<file path="src/rtl/uart_rx_engine.sv">
// rtl/uart_rx_engine.sv - 16x-oversampled 8N1 UART receiver feeding a first-word-fall-through byte FIFO.
// Define UART_RX_MAJORITY_EN for 2-of-3 majority voting on each deciding sample.
module uart_rx_engine #(
  parameter int FIFO_AW = 4
) (
  input  logic               i_clk,
  input  logic               i_reset,
  input  logic               i_baud_tick,
  input  logic               i_uart_rx,
  input  logic               i_pop,
  input  logic               i_clr_err,
  output logic [7:0]         o_data,
  output logic               o_empty,
  output logic               o_full,
  output logic [FIFO_AW:0]   o_count,
  output logic               o_overrun,
  output logic               o_frame_err
);

  localparam int DEPTH = 1 << FIFO_AW;

  typedef enum logic [2:0] {S_IDLE, S_START, S_DATA, S_STOP, S_BRK_WAIT} state_t;

  state_t             state_q, state_d;
  logic [3:0]         tick_cnt_q, tick_cnt_d;
  logic [2:0]         bit_cnt_q, bit_cnt_d;
  logic [7:0]         shift_q, shift_d;
  logic               rx_meta_q, rx_meta_d, rx_s_q, rx_s_d;
  logic [7:0]         mem_q [DEPTH], mem_d [DEPTH];
  logic [FIFO_AW-1:0] wr_ptr_q, wr_ptr_d, rd_ptr_q, rd_ptr_d;
  logic [FIFO_AW:0]   count_q, count_d;
  logic               overrun_q, overrun_d, frame_err_q, frame_err_d;
  logic               sample, push, frame_evt, do_push, do_pop, full, empty;

  assign rx_meta_d = i_uart_rx;
  assign rx_s_d    = rx_meta_q;

`ifdef UART_RX_MAJORITY_EN
  // rx_s from the two ticks preceding the current one; on a deciding tick these are ticks n-2, n-1
  logic [1:0] hist_q, hist_d;
  assign hist_d = i_baud_tick ? {hist_q[0], rx_s_q} : hist_q;
  assign sample = (hist_q[1] & hist_q[0]) | (hist_q[1] & rx_s_q) | (hist_q[0] & rx_s_q);
  always_ff @(posedge i_clk or posedge i_reset) begin
    if (i_reset) hist_q <= 2'b11;
    else         hist_q <= hist_d;
  end
`else
  assign sample = rx_s_q;
`endif

  always_comb begin
    state_d    = state_q;
    tick_cnt_d = tick_cnt_q;
    bit_cnt_d  = bit_cnt_q;
    shift_d    = shift_q;
    push       = 1'b0;
    frame_evt  = 1'b0;
    if (i_baud_tick) begin
      case (state_q)
        S_IDLE: begin
          if (!rx_s_q) begin
            state_d    = S_START;
            tick_cnt_d = 4'd0;
          end
        end
        S_START: begin
          tick_cnt_d = tick_cnt_q + 4'd1;
          if (tick_cnt_q == 4'd7) begin
            // Re-zero at mid start bit so each data decision lands mid-bit
            tick_cnt_d = 4'd0;
            bit_cnt_d  = 3'd0;
            state_d    = sample ? S_IDLE : S_DATA;
          end
        end
        S_DATA: begin
          tick_cnt_d = tick_cnt_q + 4'd1;
          if (tick_cnt_q == 4'd15) begin
            shift_d[bit_cnt_q] = sample;
            bit_cnt_d          = bit_cnt_q + 3'd1;
            if (bit_cnt_q == 3'd7) state_d = S_STOP;
          end
        end
        S_STOP: begin
          tick_cnt_d = tick_cnt_q + 4'd1;
          if (tick_cnt_q == 4'd15) begin
            if (sample) begin
              push    = 1'b1;
              state_d = S_IDLE;
            end else begin
              frame_evt = 1'b1;
              state_d   = S_BRK_WAIT;
            end
          end
        end
        S_BRK_WAIT: begin
          if (rx_s_q) state_d = S_IDLE;
        end
        default: state_d = S_IDLE;
      endcase
    end
  end

  assign empty   = (count_q == '0);
  assign full    = (count_q == (FIFO_AW+1)'(DEPTH));
  assign do_pop  = i_pop && !empty;
  assign do_push = push && (!full || do_pop);

  always_comb begin
    mem_d    = mem_q;
    wr_ptr_d = wr_ptr_q;
    rd_ptr_d = rd_ptr_q;
    if (do_push) begin
      mem_d[wr_ptr_q] = shift_q;
      wr_ptr_d        = wr_ptr_q + FIFO_AW'(1);
    end
    if (do_pop) rd_ptr_d = rd_ptr_q + FIFO_AW'(1);
    count_d     = count_q + (FIFO_AW+1)'(do_push) - (FIFO_AW+1)'(do_pop);
    // A same-cycle error event outranks the clear
    overrun_d   = (push && full && !do_pop) || (overrun_q && !i_clr_err);
    frame_err_d = frame_evt || (frame_err_q && !i_clr_err);
  end

  always_ff @(posedge i_clk or posedge i_reset) begin
    if (i_reset) begin
      state_q     <= S_IDLE;
      tick_cnt_q  <= 4'd0;
      bit_cnt_q   <= 3'd0;
      shift_q     <= 8'd0;
      rx_meta_q   <= 1'b1;
      rx_s_q      <= 1'b1;
      for (int i = 0; i < DEPTH; i++) mem_q[i] <= 8'd0;
      wr_ptr_q    <= '0;
      rd_ptr_q    <= '0;
      count_q     <= '0;
      overrun_q   <= 1'b0;
      frame_err_q <= 1'b0;
    end else begin
      state_q     <= state_d;
      tick_cnt_q  <= tick_cnt_d;
      bit_cnt_q   <= bit_cnt_d;
      shift_q     <= shift_d;
      rx_meta_q   <= rx_meta_d;
      rx_s_q      <= rx_s_d;
      mem_q       <= mem_d;
      wr_ptr_q    <= wr_ptr_d;
      rd_ptr_q    <= rd_ptr_d;
      count_q     <= count_d;
      overrun_q   <= overrun_d;
      frame_err_q <= frame_err_d;
    end
  end

  assign o_data      = mem_q[rd_ptr_q];
  assign o_empty     = empty;
  assign o_full      = full;
  assign o_count     = count_q;
  assign o_overrun   = overrun_q;
  assign o_frame_err = frame_err_q;

endmodule

</file>
<file path="config.mk">
export PLATFORM = sky130hd
export DESIGN_NAME = uart_rx_engine
export DESIGN_NICKNAME = d
export VERILOG_FILES = /design/src/rtl/uart_rx_engine.sv
export SDC_FILE = /design/constraint.sdc
export NUM_CORES = 1
export LEC_CHECK = 0
export ABC_AREA = 1
export CAP_MARGIN = 5
export CELL_PAD_IN_SITES_DETAIL_PLACEMENT = 0
export CELL_PAD_IN_SITES_GLOBAL_PLACEMENT = 1
export CORE_MARGIN = 2
export CORE_UTILIZATION = 42
export DETAILED_ROUTE_END_ITERATION = 8
export PLACE_DENSITY_LB_ADDON = 0.1
export SLEW_MARGIN = 20
export SYNTH_ARGS = -nofsm -noshare
export SYNTH_HDL_FRONTEND = slang
export SYNTH_SLANG_ARGS = --single-unit
</file>
<file path="constraint.sdc">
create_clock -name i_clk -period 6 [get_ports i_clk]
set_input_delay 1.8 -clock i_clk [delete_from_list [all_inputs] [get_ports i_clk]]
set_output_delay 1.8 -clock i_clk [all_outputs]
set_load 0.005 [all_outputs]
</file>
# Word level (Yosys, flattened, before mapping)
# Cells that the tools add are included.
[totals]
regBits = 163
inputBits = 6
output_inout_bits = 17
[op_classes]
add_sub_neg = 6
magnitude_cmp = 5
n_eq_ne = 14
mux = 32
n_bitwise = 2
n_reduce_logical = 24
[ops]
columns = ["cell", "n"]
rows = [
  ["128-bit bitwise mux", 1],
  ["8-bit binary-select mux with 4-bit select", 1],
  ["8-bit demux with 4-bit select", 1],
  ["3-bit two-way mux", 9],
  ["8-bit two-way mux", 3],
  ["3-bit one-hot mux with 5 select lines", 1],
  ["4-bit by 1-bit adder with 4-bit output, second input constant", 3],
  ["2-bit inequality test, second input constant", 6],
  ["4-bit one-hot mux with 3 select lines", 1],
  ["5-bit greater-or-equal comparator, second input constant", 2],
  ["4-bit inverter with 5-bit output", 2],
  ["1-bit two-way mux", 9],
  ["8-bit bitwise mux", 1],
  ["1-bit logical AND", 8],
  ["4-bit two-way mux", 2],
  ["7-bit AND reduction", 1],
  ["3-bit by 2-bit equality test with 1-bit output, second input constant", 2],
  ["3-bit equality test, second input constant", 2],
  ["3-bit one-hot mux with 2 select lines", 1],
  ["3-bit AND reduction", 2],
  ["5-bit by 1-bit adder with 5-bit output", 1],
  ["5-bit equality test, second input constant", 1],
  ["5-bit logical NOT", 1],
  ["5-bit by 1-bit < comparator with 1-bit output, second input constant", 1],
  ["16 further kinds", 21],
]

# Depth between registers and ports, before layout
[logic_depth]
word_depth = 7
ltp_mapped = 16
depth_no_buf = 14

# Least setup slack after synthesis
# OpenSTA, ideal clock, no wires.
[synth_timing]
path_kind = "input -> register"
from = "input i_baud_tick"
to = "register count_q[4], in the netlist o_count[4]"
setup_time_ps = 79
arrival_time_ps = 3703
t_required_ps = 5921
slack_ps = 2218
path_stages = 13
path_cell_list = "nand3_1 nor2_1 buf_4 buf_6 nand2_2 ha_1 inv_1 ha_1 fa_1 a21oi_1 nor2_1 nor2_1 xor2_1"
[synth_between]
elab_chain_len = 4
[synth_lines]
columns = ["element", "line_no", "text"]
rows = [
  ["start: declaration", "8", "input logic i_baud_tick,"],
  ["1-bit two-way mux", "58", "if (i_baud_tick) begin"],
  ["1-bit logical AND", "106", "assign do_push = push && (!full || do_pop);"],
  ["5-bit by 1-bit adder with 5-bit output", "117", "count_d = count_q + (FIFO_AW+1)'(do_push) - (FIFO_AW+1)'(do_pop);"],
  ["5-bit by 1-bit subtractor with 5-bit output", "117", ""],
  ["named net count_d[4]", "31", "logic [FIFO_AW:0] count_q, count_d;"],
  ["end signal: assignment", "147", "count_q <= count_d;"],
  ["end: declaration", "31", ""],
]
# The timed path passes the listed nets, and every way through them passes these cells.
# A chain may end at the register's enable or synchronous reset.

# Worst setup path in the final report
[layout_timing]
from = "register rd_ptr_q[1]"
to = "output o_data[6]"
[layout_between]
elab_chain_len = 4
[layout_lines]
columns = ["element", "line_no", "text"]
rows = [
  ["start: declaration", "30", "logic [FIFO_AW-1:0] wr_ptr_q, wr_ptr_d, rd_ptr_q, rd_ptr_d;"],
  ["start signal: assignment", "146", "rd_ptr_q <= rd_ptr_d;"],
  ["4-bit inverter with 5-bit output (not written as such)", "153", "assign o_data = mem_q[rd_ptr_q];"],
  ["8-bit binary-select mux with 4-bit select", "153", ""],
  ["8-bit two-way mux (not written as such) (2 in series)", "153", ""],
  ["end: declaration", "12", "output logic [7:0] o_data,"],
]
# Every way passes these cells. The select of a mux whose other input is x is not followed.

==> flow_metrics.tcl <==
set metrics [dict create \
    status "finished clean" \
    setup_viol 0 \
    total_power_mw 3.418 \
    dieArea_sq_um 21760 \
    synth_top_family_by_area "simple AND/OR/NAND/NOR gates" \
    ys_ff_latch 163 \
    synth_top_area_share 0.4657 \
    wl_um 25300 \
    power.density_nw_per_um2 359.2 \
    synth_area_per_cell_sq_um 7.590 \
    fin_tns_setup_ns 0 \
    finalNetCount 1141 \
    core_area_sq_um 20230 \
    io_pins 23 \
    portBuffers 22 \
    setup_ws_ns 1.273 \
    slew_headroom 0.2877 \
    yosys.area_share.simple 0.3874 \
    fp.dieW_um 147.5 \
    antenna_cells 0 \
    drtAntennaViolNets 0 \
    cts_buffers 17 \
    root_buffer "clkbuf_16" \
    synth_nets 1161 \
    hold_violations 0 \
    crit_arrival_ns 2.93 \
    crit_fanout 27 \
    postCtsSetupBuffers 0 \
    synth_fa_ha_area_frac 0.02256 \
    synth_flop_cell "dfrtp_1" \
    drc_errors 0 \
    clkSinkCount 163 \
    synth_compound_area_frac 0.03601 \
    async_reset_ff_frac 1.000 \
    place.detailed.hpwl_um 15070 \
    maxCapViolCount 0 \
    p_leak_nw 4.872 \
    synth_top_area_cell "dfrtp_1" \
    synth.most_common_cell "nand2_1" \
    period_minus_slack_ns 4.727 \
    die_y_um 147.5 \
    post_cts_resized 0 \
    clock-skew-final_ns 0.01323 \
    critPathKind "reg -> out" \
    grt_max_degree 146 \
    cts_hold_buffers 0 \
    synth_mux_area_frac 0 \
    drive_gt1_frac 0.05914 \
    synthTopCellsByCount "nand2_1, dfrtp_1, nand4_1" \
    cp-end-kind "output port" \
    clock.fmax_ghz 0.2116 \
    fp-row-count 52 \
    synthTopCellsByArea "dfrtp_1, nand2_1, nand4_1" \
    wl_per_cell_um 18.03 \
    min_path_type "reg -> reg" \
    drt_iter0_drc 484 \
    htree_levels 4 \
    clkTransAtPathRegs_ns 0.07 \
    clock_tree.buffer_depth 2 \
    antenna_found_initial 0 \
    grt_usage 0.2457 \
    crit_required_ns 4.20 \
    netlist_instances 1140 \
    final_cells 1403 \
    start_kind "flip-flop" \
    synth_edf_count 0 \
    grt_first_pass_wirelength_um 41840 \
    gp_congestion 0.8097 \
    first_pass_iters 5 \
    initial_core_util 0.4276 \
    grt_pass1_vias 7423 \
    fin_crit_sh 0.7878 \
    vias 7525 \
    place_inst 1371 \
    tightest_slew_ns 1.068 \
    synthXorXnorAreaFrac 0.01012 \
    yosysUniqueCellTypes 28 \
    cts_tree "yes" \
    syn_to_final_growth_pct 9.964 \
    slew_viol_final 0 \
    overflow 0 \
    synth_seq_area_share 0.4717 \
    yosys_warnings 0 \
    rsz0062_at_grt "false" \
    peakVddDrop_uv 181.1 \
    drt-vias-per-instance 5.364 \
    dp_slack_ns 1.624 \
    synth.cell_area_sq_um 8652 \
    clk-insertion-delay-late_ns 0.44 \
]
## area by class of cell
| class | instances | area [sq um] |
|---|---|---|
| clock buffer | 18 | 439.2 |
| tap | 270 | 337.8 |
| sequential | 163 | 4083 |
| clock inverter | 14 | 116.4 |
| multi-input combinational | 840 | 3963 |
| fill | 2100 | 10720 |
| inverter | 65 | 247.7 |
| timing repair buffer | 33 | 327.8 |
## power breakdown
group          switching, mW  total [mW]  internal (mW)
sequential            0.0736        1.23           1.16
clock                  0.493        1.04          0.551
combinational          0.745        1.14          0.398
## state kept, by name, summed over array words and instances, names as in the netlist, 3 cells and up
register / flops
bit_cnt_q: 3
mem_q: 128
o_count: 5
rd_ptr_q: 4
shift_q: 8
state_q: 3
tick_cnt_q: 4
wr_ptr_q: 4
## worst paths after layout
| check | from | end | slack, ns | depth (start not counted) |
|---|---|---|---|---|
| setup reg to reg | o_count[2]$_DFF_PP0_ | o_count[4]$_DFF_PP0_ | 3.34 | 13 |
| max in group asynchronous | i_reset | mem_q[6]$_DFFE_PP0P_ | 3.29 | 3 |
| hold reg to reg | rx_meta_q$_DFF_PP1_ | rx_s_q$_DFF_PP1_ | 0.35 | 0 |
| min in group asynchronous | i_reset | mem_q[86]$_DFFE_PP0P_ | 1.72 | 2 |
| hold / removal | rx_meta_q$_DFF_PP1_ | rx_s_q$_DFF_PP1_ | 0.35 | 0 |
| setup / recovery | rd_ptr_q[1]$_DFFE_PP0P_ | o_data[6] | 1.27 | 7 |
## metrics by stage
stage / instance area (sq um) / utilization / hold WS [ns]
5_1_grt: 9514 / 0.4702 / 0.3607
4_1_cts: 9514 / 0.4702 / 0.3533
2_1_floorplan: 8656 / - / 0.3452
3_5_place_dp: 8959 / 0.4427 / 0.3498
3_3_place_gp: 8959 / 0.4427 / 0.3482
6_report: 9514 / 0.4702 / 0.3545
## worst max-delay path, stage by stage, from the launching register on
cell	delay (ns)
dfrtp_1	0.52
inv_1	0.56
buf_4	0.42
o211ai_1	0.16
nand3_1	0.13
nand3_1	0.07
nand2_1	0.12
clkdlybuf4s50_1	0.51
## cells in the final DEF, fill, tap and decap left out
master,netlist,final
a21boi_0,1,1
a21oi_1,5,5
buf_12,0,2
buf_4,1,9
clkbuf_16,0,17
clkbuf_8,0,1
clkdlybuf4s50_1,0,22
clkinv_1,3,3
clkinv_2,0,1
clkinv_4,0,2
clkinvlp_4,0,5
dfrtp_1,161,160
dfrtp_2,0,1
dfstp_2,2,2
fa_1,1,1
ha_1,14,14
inv_1,62,61
inv_6,0,6
inv_8,0,1
nand2_1,445,445
nand2_2,1,1
nand3_1,94,94
nand3b_1,1,1
nand4_1,131,131
nand4_4,0,1
nor2_1,69,68
nor2_2,17,17
nor2_4,0,1
o211ai_1,8,8
o21ai_0,37,37
o21ai_1,1,1
o21bai_1,3,3
o22ai_1,1,1
xnor2_1,1,1
xor2_1,9,9
## per-layer routing
metal | vias up | wire length (um) | global-route usage
met1 | 3605 | 12420 | 0.3608
met4 | 0 | 267 | 0.05433
li1 | 3732 | - | -
met3 | 18 | 1165 | 0.04877
met2 | 170 | 11450 | 0.3772
met5 | - | 0 | 0
## cells by family (layout without fill, tap and decap cells)
group / Yosys count / after routing
AO/OA/AOI/OAI: 56 / 56
XOR/XNOR: 10 / 10
adder cells (fa/ha/maj): 15 / 15
buffers and inverters: 137 / 130
flip-flops: 163 / 163
AND/OR/NAND/NOR: 759 / 759
No activity file was read; power rests on OpenSTA's default activity.
